==> src/rtl/cnn_conv2_pkg.sv <==
// Shared definitions for the conv2 accumulate / requantise stage.
// Holds the default widths and tap count used by the top, the interface and
// the requantiser, the FSM state encoding, and a small counter-width helper.
package cnn_conv2_pkg;

  localparam int DEF_PROD_W     = 20;
  localparam int DEF_ACC_W      = 32;
  localparam int DEF_N_TAPS     = 150;
  localparam int DEF_BIAS_W     = 14;
  localparam int DEF_FRAC_SHIFT = 5;
  localparam int DEF_OUT_W      = 14;

  typedef enum logic [1:0] {
    ST_ACCUM  = 2'd0,
    ST_FINAL  = 2'd1,
    ST_OUTPUT = 2'd2
  } state_e;

  // Tap counter width; a single-tap pixel still needs one bit.
  function automatic int cnt_width(input int n_taps);
    return (n_taps > 1) ? $clog2(n_taps) : 1;
  endfunction

endpackage

==> src/rtl/cnn_conv2_acc_relu_if.sv <==
// Bundles the product input stream, the per-pixel bias, the activation output
// stream and the sticky framing error flag of the conv2 accumulate stage.
//   master : the side that produces products/bias and consumes activations
//   slave  : the accumulate stage itself
//   prod_tdata/prod_tvalid/prod_tready/prod_tlast : product stream
//   bias                                          : signed bias, output scale
//   out_tdata/out_tvalid/out_tready               : activation stream
//   err_tlast                                     : sticky tlast mismatch
interface cnn_conv2_acc_relu_if #(
  parameter int PROD_W = cnn_conv2_pkg::DEF_PROD_W,
  parameter int BIAS_W = cnn_conv2_pkg::DEF_BIAS_W,
  parameter int OUT_W  = cnn_conv2_pkg::DEF_OUT_W
);

  logic signed [PROD_W-1:0] prod_tdata;
  logic                     prod_tvalid;
  logic                     prod_tready;
  logic                     prod_tlast;
  logic signed [BIAS_W-1:0] bias;
  logic        [OUT_W-1:0]  out_tdata;
  logic                     out_tvalid;
  logic                     out_tready;
  logic                     err_tlast;

  modport master (
    output prod_tdata, prod_tvalid, prod_tlast, bias, out_tready,
    input  prod_tready, out_tdata, out_tvalid, err_tlast
  );

  modport slave (
    input  prod_tdata, prod_tvalid, prod_tlast, bias, out_tready,
    output prod_tready, out_tdata, out_tvalid, err_tlast
  );

endinterface

==> src/rtl/cnn_conv2_requant.sv <==
// Combinational requantiser: turns a finished accumulator value (product
// scale) into an OUT_W-bit activation.
//   acc_i : signed accumulator, ACC_W bits
//   act_o : activation, round-half-up, ReLU, positive saturation (MSB is 0)
module cnn_conv2_requant #(
  parameter int ACC_W      = cnn_conv2_pkg::DEF_ACC_W,
  parameter int FRAC_SHIFT = cnn_conv2_pkg::DEF_FRAC_SHIFT,
  parameter int OUT_W      = cnn_conv2_pkg::DEF_OUT_W
) (
  input  logic signed [ACC_W-1:0] acc_i,
  output logic        [OUT_W-1:0] act_o
);

  // One guard bit so adding the rounding constant can never wrap.
  localparam logic signed [ACC_W:0] HALF = (ACC_W+1)'(1) << (FRAC_SHIFT-1);
  localparam logic signed [ACC_W:0] MAXV = (ACC_W+1)'((1 << (OUT_W-1)) - 1);

  logic signed [ACC_W:0] sum;
  logic signed [ACC_W:0] r;

  // Adding half an LSB then shifting arithmetically rounds ties toward +inf.
  // ReLU is applied first, so saturation is only needed on the positive side.
  always_comb begin
    sum = $signed({acc_i[ACC_W-1], acc_i}) + HALF;
    r   = sum >>> FRAC_SHIFT;
    if (r[ACC_W]) begin
      act_o = '0;
    end else if (r > MAXV) begin
      act_o = MAXV[OUT_W-1:0];
    end else begin
      act_o = r[OUT_W-1:0];
    end
  end

endmodule

==> src/rtl/cnn_conv2_acc_relu.sv <==
// conv2 output-pixel stage: accumulates N_TAPS signed products, adds the bias
// (sampled on the first tap of each pixel), requantises and emits one
// activation per pixel.
//   ap_clk   : clock, rising edge
//   ap_rst_n : asynchronous active-low reset; a partial pixel is discarded
//   bus      : slave side of cnn_conv2_acc_relu_if (product stream in, bias,
//              activation stream out, sticky tlast framing error)
module cnn_conv2_acc_relu
  import cnn_conv2_pkg::*;
#(
  parameter int PROD_W     = DEF_PROD_W,
  parameter int ACC_W      = DEF_ACC_W,
  parameter int N_TAPS     = DEF_N_TAPS,
  parameter int BIAS_W     = DEF_BIAS_W,
  parameter int FRAC_SHIFT = DEF_FRAC_SHIFT,
  parameter int OUT_W      = DEF_OUT_W
) (
  input  logic                 ap_clk,
  input  logic                 ap_rst_n,
  cnn_conv2_acc_relu_if.slave  bus
);

  localparam int              CNT_W    = cnt_width(N_TAPS);
  localparam logic [CNT_W-1:0] CNT_LAST = CNT_W'(N_TAPS - 1);

  state_e                   state_q, state_d;
  logic [CNT_W-1:0]         cnt_q, cnt_d;
  logic signed [ACC_W-1:0]  acc_q, acc_d;
  logic [OUT_W-1:0]         out_tdata_q, out_tdata_d;
  logic                     out_tvalid_q, out_tvalid_d;
  logic                     err_q, err_d;

  logic signed [ACC_W-1:0]  prod_ext;
  logic signed [ACC_W-1:0]  bias_ext;
  logic [OUT_W-1:0]         act;
  logic                     tap_ok;
  logic                     last_tap;

  cnn_conv2_requant #(
    .ACC_W      (ACC_W),
    .FRAC_SHIFT (FRAC_SHIFT),
    .OUT_W      (OUT_W)
  ) u_requant (
    .acc_i (acc_q),
    .act_o (act)
  );

  // Gating with the reset keeps prod_tready low while reset is held, even
  // though the state register already sits in ACCUM.
  assign bus.prod_tready = (state_q == ST_ACCUM) && ap_rst_n;
  assign bus.out_tdata   = out_tdata_q;
  assign bus.out_tvalid  = out_tvalid_q;
  assign bus.err_tlast   = err_q;

  always_ff @(posedge ap_clk or negedge ap_rst_n) begin
    if (!ap_rst_n) begin
      state_q      <= ST_ACCUM;
      cnt_q        <= '0;
      acc_q        <= '0;
      out_tdata_q  <= '0;
      out_tvalid_q <= 1'b0;
      err_q        <= 1'b0;
    end else begin
      state_q      <= state_d;
      cnt_q        <= cnt_d;
      acc_q        <= acc_d;
      out_tdata_q  <= out_tdata_d;
      out_tvalid_q <= out_tvalid_d;
      err_q        <= err_d;
    end
  end

  // Pixel framing is driven purely by the tap counter; prod_tlast only feeds
  // the sticky error flag. The first tap seeds the accumulator with the bias
  // pre-scaled to product scale, so no separate clear cycle is needed.
  always_comb begin
    state_d      = state_q;
    cnt_d        = cnt_q;
    acc_d        = acc_q;
    out_tdata_d  = out_tdata_q;
    out_tvalid_d = out_tvalid_q;
    err_d        = err_q;

    prod_ext = {{(ACC_W-PROD_W){bus.prod_tdata[PROD_W-1]}}, bus.prod_tdata};
    bias_ext = $signed({{(ACC_W-BIAS_W){bus.bias[BIAS_W-1]}}, bus.bias}) <<< FRAC_SHIFT;
    tap_ok   = bus.prod_tvalid && bus.prod_tready;
    last_tap = (cnt_q == CNT_LAST);

    case (state_q)
      ST_ACCUM: begin
        if (tap_ok) begin
          if (cnt_q == '0) begin
            acc_d = bias_ext + prod_ext;
          end else begin
            acc_d = acc_q + prod_ext;
          end
          if (bus.prod_tlast != last_tap) begin
            err_d = 1'b1;
          end
          if (last_tap) begin
            cnt_d   = '0;
            state_d = ST_FINAL;
          end else begin
            cnt_d = cnt_q + CNT_W'(1);
          end
        end
      end
      ST_FINAL: begin
        out_tdata_d  = act;
        out_tvalid_d = 1'b1;
        state_d      = ST_OUTPUT;
      end
      ST_OUTPUT: begin
        if (out_tvalid_q && bus.out_tready) begin
          out_tvalid_d = 1'b0;
          state_d      = ST_ACCUM;
        end
      end
      default: begin
        state_d = ST_ACCUM;
      end
    endcase
  end

endmodule

==> src/flat_wrapper.sv <==
// flat-port wrapper written by rule: the top's interface ports become plain ports
module cnn_conv2_acc_relu_flat import cnn_conv2_pkg::*;
#(
  parameter int PROD_W     = DEF_PROD_W,
  parameter int ACC_W      = DEF_ACC_W,
  parameter int N_TAPS     = DEF_N_TAPS,
  parameter int BIAS_W     = DEF_BIAS_W,
  parameter int FRAC_SHIFT = DEF_FRAC_SHIFT,
  parameter int OUT_W      = DEF_OUT_W
)
  (ap_clk, ap_rst_n, bus_prod_tdata, bus_prod_tvalid, bus_prod_tlast, bus_bias, bus_out_tready, bus_prod_tready, bus_out_tdata, bus_out_tvalid, bus_err_tlast);
  cnn_conv2_acc_relu_if #(.PROD_W(PROD_W), .BIAS_W(BIAS_W), .OUT_W(OUT_W)) bus_i ();
  input  logic ap_clk;
  input  logic ap_rst_n;
  input wire logic [$bits(bus_i.prod_tdata)-1:0] bus_prod_tdata;
  input wire logic [$bits(bus_i.prod_tvalid)-1:0] bus_prod_tvalid;
  input wire logic [$bits(bus_i.prod_tlast)-1:0] bus_prod_tlast;
  input wire logic [$bits(bus_i.bias)-1:0] bus_bias;
  input wire logic [$bits(bus_i.out_tready)-1:0] bus_out_tready;
  output wire logic [$bits(bus_i.prod_tready)-1:0] bus_prod_tready;
  output wire logic [$bits(bus_i.out_tdata)-1:0] bus_out_tdata;
  output wire logic [$bits(bus_i.out_tvalid)-1:0] bus_out_tvalid;
  output wire logic [$bits(bus_i.err_tlast)-1:0] bus_err_tlast;
  assign bus_i.prod_tdata = bus_prod_tdata;
  assign bus_i.prod_tvalid = bus_prod_tvalid;
  assign bus_i.prod_tlast = bus_prod_tlast;
  assign bus_i.bias = bus_bias;
  assign bus_i.out_tready = bus_out_tready;
  assign bus_prod_tready = bus_i.prod_tready;
  assign bus_out_tdata = bus_i.out_tdata;
  assign bus_out_tvalid = bus_i.out_tvalid;
  assign bus_err_tlast = bus_i.err_tlast;
  cnn_conv2_acc_relu #(.PROD_W(PROD_W), .ACC_W(ACC_W), .N_TAPS(N_TAPS), .BIAS_W(BIAS_W), .FRAC_SHIFT(FRAC_SHIFT), .OUT_W(OUT_W)) u_core (.ap_clk(ap_clk), .ap_rst_n(ap_rst_n), .bus(bus_i));
endmodule
==> config.mk <==
export PLATFORM = sky130hd
export DESIGN_NAME = cnn_conv2_acc_relu_flat
export DESIGN_NICKNAME = d
export VERILOG_FILES = /design/src/rtl/cnn_conv2_pkg.sv /design/src/rtl/cnn_conv2_acc_relu_if.sv /design/src/rtl/cnn_conv2_requant.sv /design/src/rtl/cnn_conv2_acc_relu.sv /design/src/flat_wrapper.sv
export SDC_FILE = /design/constraint.sdc
export NUM_CORES = 1
export LEC_CHECK = 0
export CAP_MARGIN = 25
export CORE_UTILIZATION = 45
export CTS_CLUSTER_SIZE = 40
export DETAILED_ROUTE_END_ITERATION = 16
export GPL_ROUTABILITY_DRIVEN = 1
export PLACE_DENSITY = 0.63
export SLEW_MARGIN = 0
export SYNTH_ARGS = -nofsm -noshare
export SYNTH_HDL_FRONTEND = slang
export SYNTH_SLANG_ARGS = --single-unit
==> constraint.sdc <==
create_clock -name ap_clk -period 3.9 [get_ports ap_clk]
set_input_delay 1.17 -clock ap_clk [delete_from_list [all_inputs] [get_ports ap_clk]]
set_output_delay 1.17 -clock ap_clk [all_outputs]
set_load 0.05 [all_outputs]
; Word-level counts from Yosys, hierarchy flattened
; Index checks and enable logic that the tools add are counted.
[word_totals]
regBits = 58
in_bits = 39
output_inout_bits = 17
word_cells = 38
[classes]
addsub = 4
magnitude_cmp = 1
eq_ne = 7
mux = 10
n_reduce_logical = 10
[op_table]
columns = op, count
row1 = $add A32 B6 Y33 const B, 1
row2 = $add A32 B20 Y32, 1
row3 = $mux W32, 1
row4 = $gt A28 B14 Y1 const B, 1
row5 = $mux W14, 2
row6 = $add A19 B20 Y21, 1
row7 = $add A8 B1 Y8 const B, 1
row8 = $eq A8 B8 Y1 const B, 1
row9 = $logic_not A8 Y1, 1
row10 = $mux W8, 1
row11 = $mux W2, 3
row12 = $ne A2 B1 Y1 const B, 3
row13 = $pmux W2 S3, 1
row14 = $reduce_and A3 Y1, 2
row15 = $reduce_and A2 Y1, 2
row16 = $logic_and A1 B1 Y1, 3
row17 = $eq A2 B1 Y1 const B, 1
row18 = $eq A2 B2 Y1 const B, 1
row19 = $logic_not A2 Y1, 1
row20 = $pmux W1 S2, 1
row21 = $reduce_bool A2 Y1, 1
row22 = $mux W1, 1
row23 = $ne A1 B1 Y1, 1

; Longest topological paths before layout
; Gate-level depths: netlist of the first run.
[depth]
word_depth = 5
ltp_mapped = 12
ltp_nobuf = 12

; Cells and area by module
; Synthesis of the first run repeated with hierarchy kept, for this count alone.
[unflattened]
hier_cells = 664
hier_area_um2 = 5581.6
[modules_own_cells]
columns = module, n_inst, cells_each, area_each_um2, seq_area_each_um2
row1 = cnn_conv2_acc_relu, 1, 562, 4878.4, 1451.4
row2 = cnn_conv2_requant, 1, 102, 703.2, 0.0

; Worst setup path before layout of the first run
; OpenSTA, ideal clock, no wires.
[synth_timing]
path_type = input -> output
start = in ap_rst_n
end = out bus_prod_tready
arrival_ns = 2.398
required_time_ns = 2.730
path_slack_ns = 0.332
path_stages = 1
n_path_buf = 0
path_cell_list = nor3b_1
[synth_via]
elab_chain_len = 1
[synth_lines]
columns = item, line
row1 = "start, declared", flat_wrapper.sv:14  ; input logic ap_rst_n;
row2 = $logic_and A1 B1 Y1, cnn_conv2_acc_relu.sv:50  ; assign bus.prod_tready = (state_q == ST_ACCUM) && ap_rst_n;
row3 = "end, declared", flat_wrapper.sv:20  ; output wire logic [$bits(bus_i.prod_tready)-1:0] bus_prod_tready;
; Every way passes these cells.

; Worst setup path in the final report of the first run
[layout_timing]
start = in bus_prod_tdata[0]
end = reg u_core.acc_q[10]
[layout_via]
elab_chain_len = 2
[layout_lines]
columns = item, line
row1 = "start, declared", flat_wrapper.sv:15  ; input wire logic [$bits(bus_i.prod_tdata)-1:0] bus_prod_tdata;
row2 = $add A32 B20 Y32 / $add A19 B20 Y21 (equally long branches), "cnn_conv2_acc_relu.sv:95, cnn_conv2_acc_relu.sv:93"
row3 = $mux W32 *, cnn_conv2_acc_relu.sv:92  ; if (cnt_q == '0) begin
row4 = "end signal, assigned", cnn_conv2_acc_relu.sv:59  ; acc_q <= '0;
row5 = "end signal, assigned", cnn_conv2_acc_relu.sv:66  ; acc_q <= acc_d;
row6 = "end, declared", cnn_conv2_acc_relu.sv:28  ; logic signed [ACC_W-1:0] acc_q, acc_d;
; Every way passes the cells marked *; elsewhere a longest branch is shown, timed or not.
; A chain may end at the register's enable or synchronous reset.

==> flow_summary.ini, run 1 <==
[timing]
min_period_ns = 3.78
fmax_mhz = 265
relSlewSlack_pct = 30.4
hold_ws_ns = 0.468
tightestPinTransition_ns = 1.04
final-hold-violation-count = 0
period_share_pct = 96.9
slew_viol_final = 0
fin_skew_ns = 0.00533
final-setup-viol-count = 0
rsz0062_at_grt = false

[yosys]
synthCells = 672
synth-main-ff-cell = dfrtp_1
synth_area_per_cell_sq_um = 8.06
synth.distinct_cells = 71
syn_nets = 763
synth.yosys.seq_area_share_pct = 26.8
synth-seq-cells = 58
syn_area_sq_um = 5420
synth_edf_count = 0
ys_warn_count = 0
async_reset_ff_share_pct = 100

[layout]
syn2layout_area_growth_pct = 28.5
nets = 880
final_layout_size_suffix_gt1_share_pct = 16.0
stdcell_area_sq_um = 6960
layout_common_cells = a21oi_1, buf_4, nand2_1
n_fill_cell = 1027
final_common_cell = a21oi_1

[place]
gp_congestion = 0.893
hpwl_mm = 11.6
portBuffers = 55
placed_area_sq_um = 6600

[critical_path]
critical_path_class = in2reg
crit_fanout = 2
cp-end-kind = flip-flop
required_ns = 4.13
cp-start-kind = primary input
r2r_cells = 9
critical_path_arrival_ns = 4.01

[global_routing]
grt.busiest_layer = met2
antenna_found_initial = 1
grt_max_degree = 59
grt_first_pass_wirelength_mm = 25.6
gr-total-overflow = 0
grt_usage_pct = 25.3
globalRouteMet3Util_pct = 3.81
grtUsageMet1_pct = 31.9
met2_usage_pct = 43.9
grt_pass1_vias = 5414

[clock_network]
ctsRootBufferMaster = clkbuf_16
insertion_delay_ns = 0.33
htreeDepth = 3
clk_pin_slew_worst_paths_ns = 0.05
holdBufCountCts = 0
cts.sinks = 58
cts_max_path_buffers = 2
tritoncts = built
numCtsBuffers = 9

[floorplanning]
die_w_um = 112
start_util_pct = 46.8
num_rows = 39
ios = 56
dieArea_sq_um = 12500
die_height_um = 112
core-area_sq_um = 11600

[run]
timing.max_cap.violations = 0

[power]
ir_drop_mv = 0.207
powerDensity_nw_per_um2 = 295
p_leak_uw = 0.00310

[routing]
vias = 5460
final_antenna_net_count = 0
vias_per_cell = 5.83
drt_first_pass_iters = 11
drt_wl_total_mm = 15.0
drc = 3
dr.first_iter.drc_count = 276
routedWlPerCell_um = 16.0

[outcome]
violations = DRC
outcome = finished, violations left

[hold_path]
whs_path_depth = 1
hold_class = reg2reg
## repair_timing
action | CTS | global route
pin swaps | 1 | 5
cloned | 0 | 0
buffers inserted | 0 | 1
resized for setup | 3 | 5
setup endpoints to repair | 1 | 13
## power breakdown
group | switching (uW) | total, uW | internal, uW
combinational | 293 | 574 | 281
clock | 286 | 828 | 542
sequential | 28.1 | 648 | 620
## routing by layer
| metal | vias to the layer above | wire [um] |
|---|---|---|
| li1 | 2721 | - |
| met1 | 2609 | 6860 |
| met2 | 108 | 7290 |
| met3 | 22 | 610 |
| met4 | 0 | 236 |
| met5 | - | 0 |
## worst paths after layout
kind	start	to	slack, ns
worst min register to register	u_core.bus.err_tlast$_DFFE_PN0P_	u_core.bus.err_tlast$_DFFE_PN0P_	0.47
min in group asynchronous	ap_rst_n	u_core.bus.out_tdata[13]$_DFFE_PN0P_	1.03
worst max-delay path	bus_prod_tdata[0]	u_core.acc_q[10]$_DFFE_PN0P_	0.12
worst max register to register	u_core.acc_q[5]$_DFFE_PN0P_	u_core.bus.out_tdata[10]$_DFFE_PN0P_	0.91
max in group asynchronous	ap_rst_n	u_core.cnt_q[2]$_DFFE_PN0P_	2.37
worst min-delay path	u_core.bus.err_tlast$_DFFE_PN0P_	u_core.bus.err_tlast$_DFFE_PN0P_	0.47
## Yosys cell counts, drive strengths merged (4+ instances only)
cell | n | area (sq um)
a211o | 4 | 35.0
a211oi | 6 | 45.0
a21boi | 4 | 30.0
a21o | 12 | 91.3
a21oi | 86 | 449
a31oi | 13 | 81.3
a41oi | 16 | 140
and2 | 8 | 51.3
and3 | 8 | 52.6
buf | 4 | 31.3
clkbuf | 23 | 96.3
dfrtp | 58 | 1450
ha | 50 | 626
inv | 20 | 75.1
nand2 | 70 | 265
nand2b | 8 | 50.1
nand3 | 21 | 105
nand4 | 11 | 68.8
nor2 | 57 | 219
nor2b | 7 | 43.8
nor3 | 10 | 50.1
nor4 | 4 | 31.3
o211ai | 11 | 92.6
o21a | 11 | 82.6
o21ai | 49 | 245
o22ai | 4 | 25.0
o31ai | 4 | 30.0
or3 | 7 | 43.8
xnor2 | 32 | 280
xor2 | 13 | 114
## layout make-up
type	count	area, sq um	area share [%]
well taps	143	179	2.57
multi-input cells	567	3810	54.7
repair buffers	133	1140	16.4
clock buffers	13	270	3.88
clock inverters	2	35.0	0.503
flip-flops and latches	58	1450	20.9
diodes	1	2.50	0.0360
inverters	20	75.1	1.08
## logic make-up (layout without fill, tap and decap cells)
group	after synthesis	after routing	share of synthesized area, %
xor+xnor	45	45	7.28
buf+inv	47	168	3.74
mux	3	3	0.670
other cells	0	1	0
compound gates	243	243	29.1
simple gates	224	224	20.1
fa+ha+maj	52	52	12.3
flops	58	58	26.8
## worst max-delay path: stages
cell	delay, ns
clkdlybuf4s50_1	0.43
ha_1	0.23
inv_1	0.07
fa_1	0.19
and2b_1	0.20
o2111ai_2	0.26
buf_4	0.17
a21boi_1	0.07
o31ai_1	0.35
nand2b_1	0.10
a211oi_1	0.24
nor3_1	0.08
a311o_1	0.35
o21a_1	0.10
## flip-flops by register name (all words and copies together) (netlist names)
name	count
u_core.bus.err_tlast	1
u_core.state_q	2
u_core.bus.out_tdata	14
u_core.cnt_q	8
u_core.bus.out_tvalid	1
u_core.acc_q	32
## metrics by stage
stage / utilization (%) / total power, uW / worst slack (ns) / TNS [ns] / std cells
floorplan: - / 1000 / 0.332 / 0 / 672
global placement: 57.1 / 1210 / -0.259 / -2.00 / 920
detailed placement: 57.1 / 1220 / -0.334 / -2.93 / 920
CTS: 59.9 / 2050 / 0.00636 / 0 / 935
global route: 60.2 / 2160 / 0.00551 / 0 / 937
finish: 60.2 / 2050 / 0.120 / 0 / 937
Power figures use the tool's default switching activity.
==> run 2: changes to the inputs <==
--- a/config.mk
+++ b/config.mk
@@ -9,7 +9,7 @@
 export CORE_UTILIZATION = 45
 export CTS_CLUSTER_SIZE = 40
 export DETAILED_ROUTE_END_ITERATION = 16
-export GPL_ROUTABILITY_DRIVEN = 1
+export HOLD_SLACK_MARGIN = 0.15
 export PLACE_DENSITY = 0.63
 export SLEW_MARGIN = 0
 export SYNTH_ARGS = -nofsm -noshare
==> results of run 2 <==
The final DEF is identical to that of run 1; final timing and power are the same.
